### config.mk
export PLATFORM = sky130hd
export DESIGN_NAME = orb_word_packer
export DESIGN_NICKNAME = d
export VERILOG_FILES = /design/src/rtl/orb_word_packer.sv
export SDC_FILE = /design/constraint.sdc
export NUM_CORES = 1
export LEC_CHECK = 0
export CAP_MARGIN = 20
export CORE_ASPECT_RATIO = 1.75
export CORE_UTILIZATION = 35
export CTS_CLUSTER_DIAMETER = 30
export DETAILED_ROUTE_END_ITERATION = 10
export GPL_TIMING_DRIVEN = 0
export SYNTH_ARGS = -nofsm -noshare
export SYNTH_HDL_FRONTEND = slang
export SYNTH_SLANG_ARGS = --single-unit
### constraint.sdc
create_clock -name clk -period 4.3 [get_ports clk]
set_input_delay 0.86 -clock clk [delete_from_list [all_inputs] [get_ports clk]]
set_output_delay 0.86 -clock clk [all_outputs]
set_load 0.02 [all_outputs]
### src/rtl/orb_word_packer.sv
`timescale 1ns/1ps
// Packs a low/high byte pair from a strobed telemetry group into one orbit word per matched channel.
// Latency: WE rises WE_DELAY+1 cycles after the qualifying high-byte word; no backpressure, strobes during a write window are ignored.
// Build option ORB_PARITY_EN puts odd parity in orbWord bit 0 (otherwise bit 0 is 0).
module orb_word_packer #(
    parameter int DATA_W    = 8,
    parameter int WORD_W    = 12,
    parameter int HI_BITS   = 2,
    parameter int ADDR_W    = 11,
    parameter int GROUP_LEN = 18,
    parameter int LO_IDX    = 16,
    parameter int HI_IDX    = 17,
    parameter int NCH       = 4,
    parameter int BASE_ADDR = 479,
    parameter int ADDR_STEP = 1,
    parameter int STB_QUAL  = 4,
    parameter int WE_DELAY  = 28,
    parameter int WE_HOLD   = 3
) (
    input  logic              clk,
    input  logic              rst,
    input  logic [DATA_W-1:0] iData,
    input  logic [ADDR_W-1:0] addrRam,
    input  logic              strob,
    input  logic              SW,
    input  logic [NCH-1:0]    chEn,
    output logic              test,
    output logic [WORD_W-1:0] orbWord,
    output logic              WE,
    output logic [ADDR_W-1:0] WrAddr,
    output logic [7:0]        dropCnt
);
    localparam int WC_W = (GROUP_LEN > 1) ? $clog2(GROUP_LEN) : 1;
    localparam int Q_W  = (STB_QUAL > 1) ? $clog2(STB_QUAL) : 1;
    localparam int T_W  = $clog2(WE_DELAY + WE_HOLD + 1);
    localparam int CH_W = (NCH > 1) ? $clog2(NCH) : 1;

    typedef enum logic [1:0] {IDLE, EVAL, WDELAY, WAIT} state_t;

    state_t            state, state_n;
    logic [Q_W-1:0]    qual, qual_n;
    logic [WC_W-1:0]   wcnt, wcnt_n;
    logic [T_W-1:0]    tcnt, tcnt_n;
    logic [DATA_W-1:0] lo_q, lo_n;
    logic [CH_W-1:0]   lo_ch, lo_ch_n;
    logic              lo_vld, lo_vld_n;
    logic [WORD_W-1:0] word_n;
    logic              we_n, test_n;
    logic [ADDR_W-1:0] addr_n;
    logic [7:0]        drop_n;
    logic              drop_inc;

    logic strob_m, strob_s, sw_m, sw_s, sw_d, sw_edge;
    logic              hit;
    logic [CH_W-1:0]   hit_ch;
    logic              par_bit;
    logic [WORD_W-1:0] pack_word;

    // Plain synchronisers; sw_d keeps the previous synced level for edge detection
    always_ff @(posedge clk) begin
        strob_m <= strob;
        strob_s <= strob_m;
        sw_m    <= SW;
        sw_s    <= sw_m;
        sw_d    <= sw_s;
    end
    assign sw_edge = sw_s ^ sw_d;

    always_comb begin
        hit    = 1'b0;
        hit_ch = '0;
        for (int k = 0; k < NCH; k++) begin
            if (!hit && chEn[k] && addrRam == ADDR_W'(BASE_ADDR + k * ADDR_STEP)) begin
                hit    = 1'b1;
                hit_ch = CH_W'(k);
            end
        end
    end

`ifdef ORB_PARITY_EN
    assign par_bit = ~(^{iData[HI_BITS-1:0], lo_q});
`else
    assign par_bit = 1'b0;
`endif
    assign pack_word = {1'b0, iData[HI_BITS-1:0], lo_q, par_bit};

    always_comb begin
        state_n  = state;
        qual_n   = qual;
        wcnt_n   = wcnt;
        tcnt_n   = tcnt;
        lo_n     = lo_q;
        lo_ch_n  = lo_ch;
        lo_vld_n = lo_vld;
        word_n   = orbWord;
        we_n     = WE;
        addr_n   = WrAddr;
        drop_n   = dropCnt;
        test_n   = sw_edge;
        drop_inc = 1'b0;
        case (state)
            IDLE: begin
                if (!strob_s) begin
                    qual_n = '0;
                end else if (qual == Q_W'(STB_QUAL - 1)) begin
                    qual_n  = '0;
                    state_n = EVAL;
                end else begin
                    qual_n = qual + 1'b1;
                end
            end
            EVAL: begin
                state_n = WAIT;
                wcnt_n  = (wcnt == WC_W'(GROUP_LEN - 1)) ? '0 : wcnt + 1'b1;
                if (wcnt == WC_W'(LO_IDX) && hit) begin
                    lo_n     = iData;
                    lo_ch_n  = hit_ch;
                    lo_vld_n = 1'b1;
                end
                if (wcnt == WC_W'(HI_IDX)) begin
                    lo_vld_n = 1'b0;
                    if (hit && lo_vld && lo_ch == hit_ch) begin
                        word_n  = pack_word;
                        addr_n  = addrRam;
                        tcnt_n  = '0;
                        state_n = WDELAY;
                    end else if (hit) begin
                        drop_inc = 1'b1;
                    end
                end
            end
            WDELAY: begin
                tcnt_n = tcnt + 1'b1;
                // Registered one count early so WE is visible while tcnt == WE_DELAY
                if (tcnt == T_W'(WE_DELAY - 1))
                    we_n = 1'b1;
                if (tcnt == T_W'(WE_DELAY + WE_HOLD)) begin
                    tcnt_n  = '0;
                    state_n = WAIT;
                end
            end
            default: begin
                if (!strob_s) begin
                    we_n    = 1'b0;
                    addr_n  = '0;
                    state_n = IDLE;
                end
            end
        endcase
        // A frame switch overrides whatever the current word was doing
        if (sw_edge) begin
            wcnt_n   = '0;
            lo_vld_n = 1'b0;
            tcnt_n   = '0;
            if (state == EVAL) begin
                state_n  = WAIT;
                word_n   = orbWord;
                addr_n   = WrAddr;
                lo_n     = lo_q;
                lo_ch_n  = lo_ch;
                drop_inc = 1'b0;
            end else if (state == WDELAY) begin
                state_n = WAIT;
                if (!WE) begin
                    we_n     = 1'b0;
                    drop_inc = 1'b1;
                end
            end
        end
        if (drop_inc && dropCnt != 8'hFF)
            drop_n = dropCnt + 8'd1;
    end

    always_ff @(posedge clk or negedge rst) begin
        if (!rst) begin
            state   <= IDLE;
            qual    <= '0;
            wcnt    <= '0;
            tcnt    <= '0;
            lo_q    <= '0;
            lo_ch   <= '0;
            lo_vld  <= 1'b0;
            orbWord <= '0;
            WE      <= 1'b0;
            WrAddr  <= '0;
            dropCnt <= '0;
            test    <= 1'b0;
        end else begin
            state   <= state_n;
            qual    <= qual_n;
            wcnt    <= wcnt_n;
            tcnt    <= tcnt_n;
            lo_q    <= lo_n;
            lo_ch   <= lo_ch_n;
            lo_vld  <= lo_vld_n;
            orbWord <= word_n;
            WE      <= we_n;
            WrAddr  <= addr_n;
            dropCnt <= drop_n;
            test    <= test_n;
        end
    end
endmodule
==> flow_summary.toml <==
[synth]
ys_seq_area_share_pct = 50.4
synth_seq_cells = 61
synth_most_common_cell = "dfrtp_1"
yosysWarnings = 0
synth_common_cells = "dfrtp_1, nand2_1, mux2_2, o21ai_0, nor2_1"
avgSynthCellArea_sq_um = 11.2
netlist_instances = 265
synth_ff_type = "dfrtp_1"
ys_async_sr_fraction_pct = 91.8
synth_area_leaders = "dfrtp_1, mux2_2, ha_1, nand2_1, dfxtp_1"
yosys.area.top_type_share_pct = 47.1
synth_edf_count = 0
synth_top_area_cell = "dfrtp_1"
syn_area_sq_um = 2980
ys_types = 54

[critical_path]
startpoint_type = "input pin"
path_max_fanout = 7
worstReg2RegStart = "state[1]"
endpoint = "dropCnt[7]"
cpPeakStageDelay_ns = 0.49
cp-startpoint = "addrRam[4]"
critPathKind = "input pin to flop"
cp_slowest_cell = "clkdlybuf4s50_1"
path_cells = "clkdlybuf4s50_1, nor4b_2, and4bb_4, o21ai_4, xor2_4, o2111ai_4, a2111oi_4, mux2_1"
worst_setup_path_end_kind = "flop"
r2r_cells = 9
required_ns = 4.51
regToRegSetupSlack_ns = 1.73
r2r_end = "orbWord[6]"
cp.arrival_ns = 3.45

[timing]
rsz0062_at_grt = "no"
tns_ns = 0
worst_pin_slew_ns = 0.810
final_max_slew_viol_count = 0
min_period_over_period_pct = 75.5
clock_skew_ns = 0.00522
finalSetupViolations = 0
fmax_mhz = 308
timing.final.crit_period_ns = 3.25
timing_hold_violations_final = 0
slew_headroom_pct = 46.0

[clock_network]
htree_num_levels = 3
cts_buffers = 9
ctsResizeCount = 0
cts_root_buf = "clkbuf_16"
cts_tree = "yes"
clk_path_buf_depth = 2
post-cts-setup-buffers = 0
holdBufCountCts = 0
cts.sinks = 61
cts.clk_slew.worst_paths_ns = 0.05
worst_skew_pair.late_latency_ns = 0.33

[pwr]
total_power_w = 0.00206
p_leak_nw = 1.80
power.density_nw_per_um2 = 511
ir_drop_uv = 350

[die]
dieHeight_microns = 124
core_area_sq_um = 8260
rows = 44
ios = 60
die_x_microns = 71.7
dieArea_sq_um = 8900
start_util_pct = 36.1

[drt]
vias = 2233
drt_iter0_drc = 68
first_pass_iters = 4
via_per_inst = 5.17
ant_nets = 0
drcViolationCount = 0
wl_mm = 6.44
wl_per_cell_microns = 14.9

[place]
routabilityCongestion = 0.786
place_area_sq_um = 3690
dp_hpwl_mm = 4.86
io_buffers = 57

[grt]
grt_max_degree = 36
grt_pass1_wl_mm = 10.7
grt.total_usage_pct = 16.0
grt_pass1_vias = 2305
gr-total-overflow = 0
antenna_found_initial = 0

[final_layout]
stdcell_area_sq_um = 4030
multi_input_area_sq_um = 1400
area_growth_pct = 35.4
antenna_cells = 0
fillers = 771
post-route-util_pct = 48.8
ff_latch_area_sq_um = 1500
drive_gt1_share_pct = 16.8
nets = 373

[status]
status = "finished, final reports clean"

[hold_path]
hold_class = "flop to flop"

[job]
max_cap_viol_count = 0
## cells by family (layout without fill, tap and decap cells)
| logic type | Yosys count | after routing | synth area share, % |
|---|---|---|---|
| simple gates | 94 | 94 | 17.0 |
| compound gates | 47 | 47 | 12.7 |
| other cells | 1 | 2 | 0.126 |
| mux | 25 | 25 | 9.41 |
| fa+ha+maj | 11 | 11 | 4.62 |
| flops | 61 | 61 | 50.4 |
| xor+xnor | 8 | 8 | 2.98 |
| buf+inv | 18 | 92 | 2.69 |
## report_power, final
part,internal [W],total (W),switching (W)
sequential,0.000642,0.000720,0.0000784
clock,0.000581,0.000826,0.000245
combinational,0.000220,0.000516,0.000296
## critical path, delay by kind of cell
kind / cells / cell delay (ns)
and+or+nand+nor: 2 / 0.75
AOI/OAI and AO/OA: 3 / 0.71
buffers and inverters: 1 / 0.49
muxes: 1 / 0.35
xor gates and xnor gates: 1 / 0.28
## final cells by class
cell class | count | share of cell area (%)
clock inverters | 4 | 2.36
inverters | 11 | 1.02
clock buffers | 12 | 6.11
multi-input cells | 187 | 34.7
flip-flops and latches | 61 | 37.2
well taps | 92 | 2.86
repair buffers | 58 | 14.7
plain buffers | 7 | 0.962
## state kept, by name, summed over array words and instances, names as in the netlist, 2 cells and up
signal / flops
wcnt: 5
lo_ch: 2
orbWord: 10
dropCnt: 8
tcnt: 5
WrAddr: 11
state: 2
lo_q: 8
qual: 2
## worst min path at each step
stage              end     from  slack, ns  cells after the start
2_1_floorplan  strob_s  strob_m       0.31                      0
3_3_place_gp      sw_s     sw_m       0.31                      0
3_5_place_dp      sw_s     sw_m       0.32                      0
4_1_cts           sw_s     sw_m       0.33                      0
5_1_grt           sw_s     sw_m       0.34                      0
6_report          sw_s     sw_m       0.33                      0
## cells in the final DEF, fill, tap and decap left out, types with 4 or more instances in the layout
cell type,instances
dfxtp_1,5
dfrtp_1,56
xor2_1,6
o21ai_0,17
a21oi_1,5
clkdlybuf4s50_1,56
nand4_1,4
mux2_2,22
nor2_1,13
ha_1,11
clkbuf_1,5
and2_1,7
clkbuf_16,9
nand2_1,34
a22o_1,4
inv_1,11
nand3_1,11
## layer usage
metal  GRT usage, %  wire [microns]  up-vias
li1               -               -     1078
met1           16.8            2510     1085
met2           28.1            3450       46
met3           4.05             206       24
met4           10.5             276        0
met5              0               0        -
## metrics by stage
stage / std cells / hold WS (ns) / setup slack [ns]
2_1_floorplan: 266 / 0.310 / 1.42
3_3_place_gp: 415 / 0.311 / 0.482
3_5_place_dp: 416 / 0.320 / 0.706
4_1_cts: 432 / 0.332 / 1.05
5_1_grt: 432 / 0.338 / 0.904
6_report: 432 / 0.327 / 1.05
Note: power is estimated with default switching activity, not from simulation.
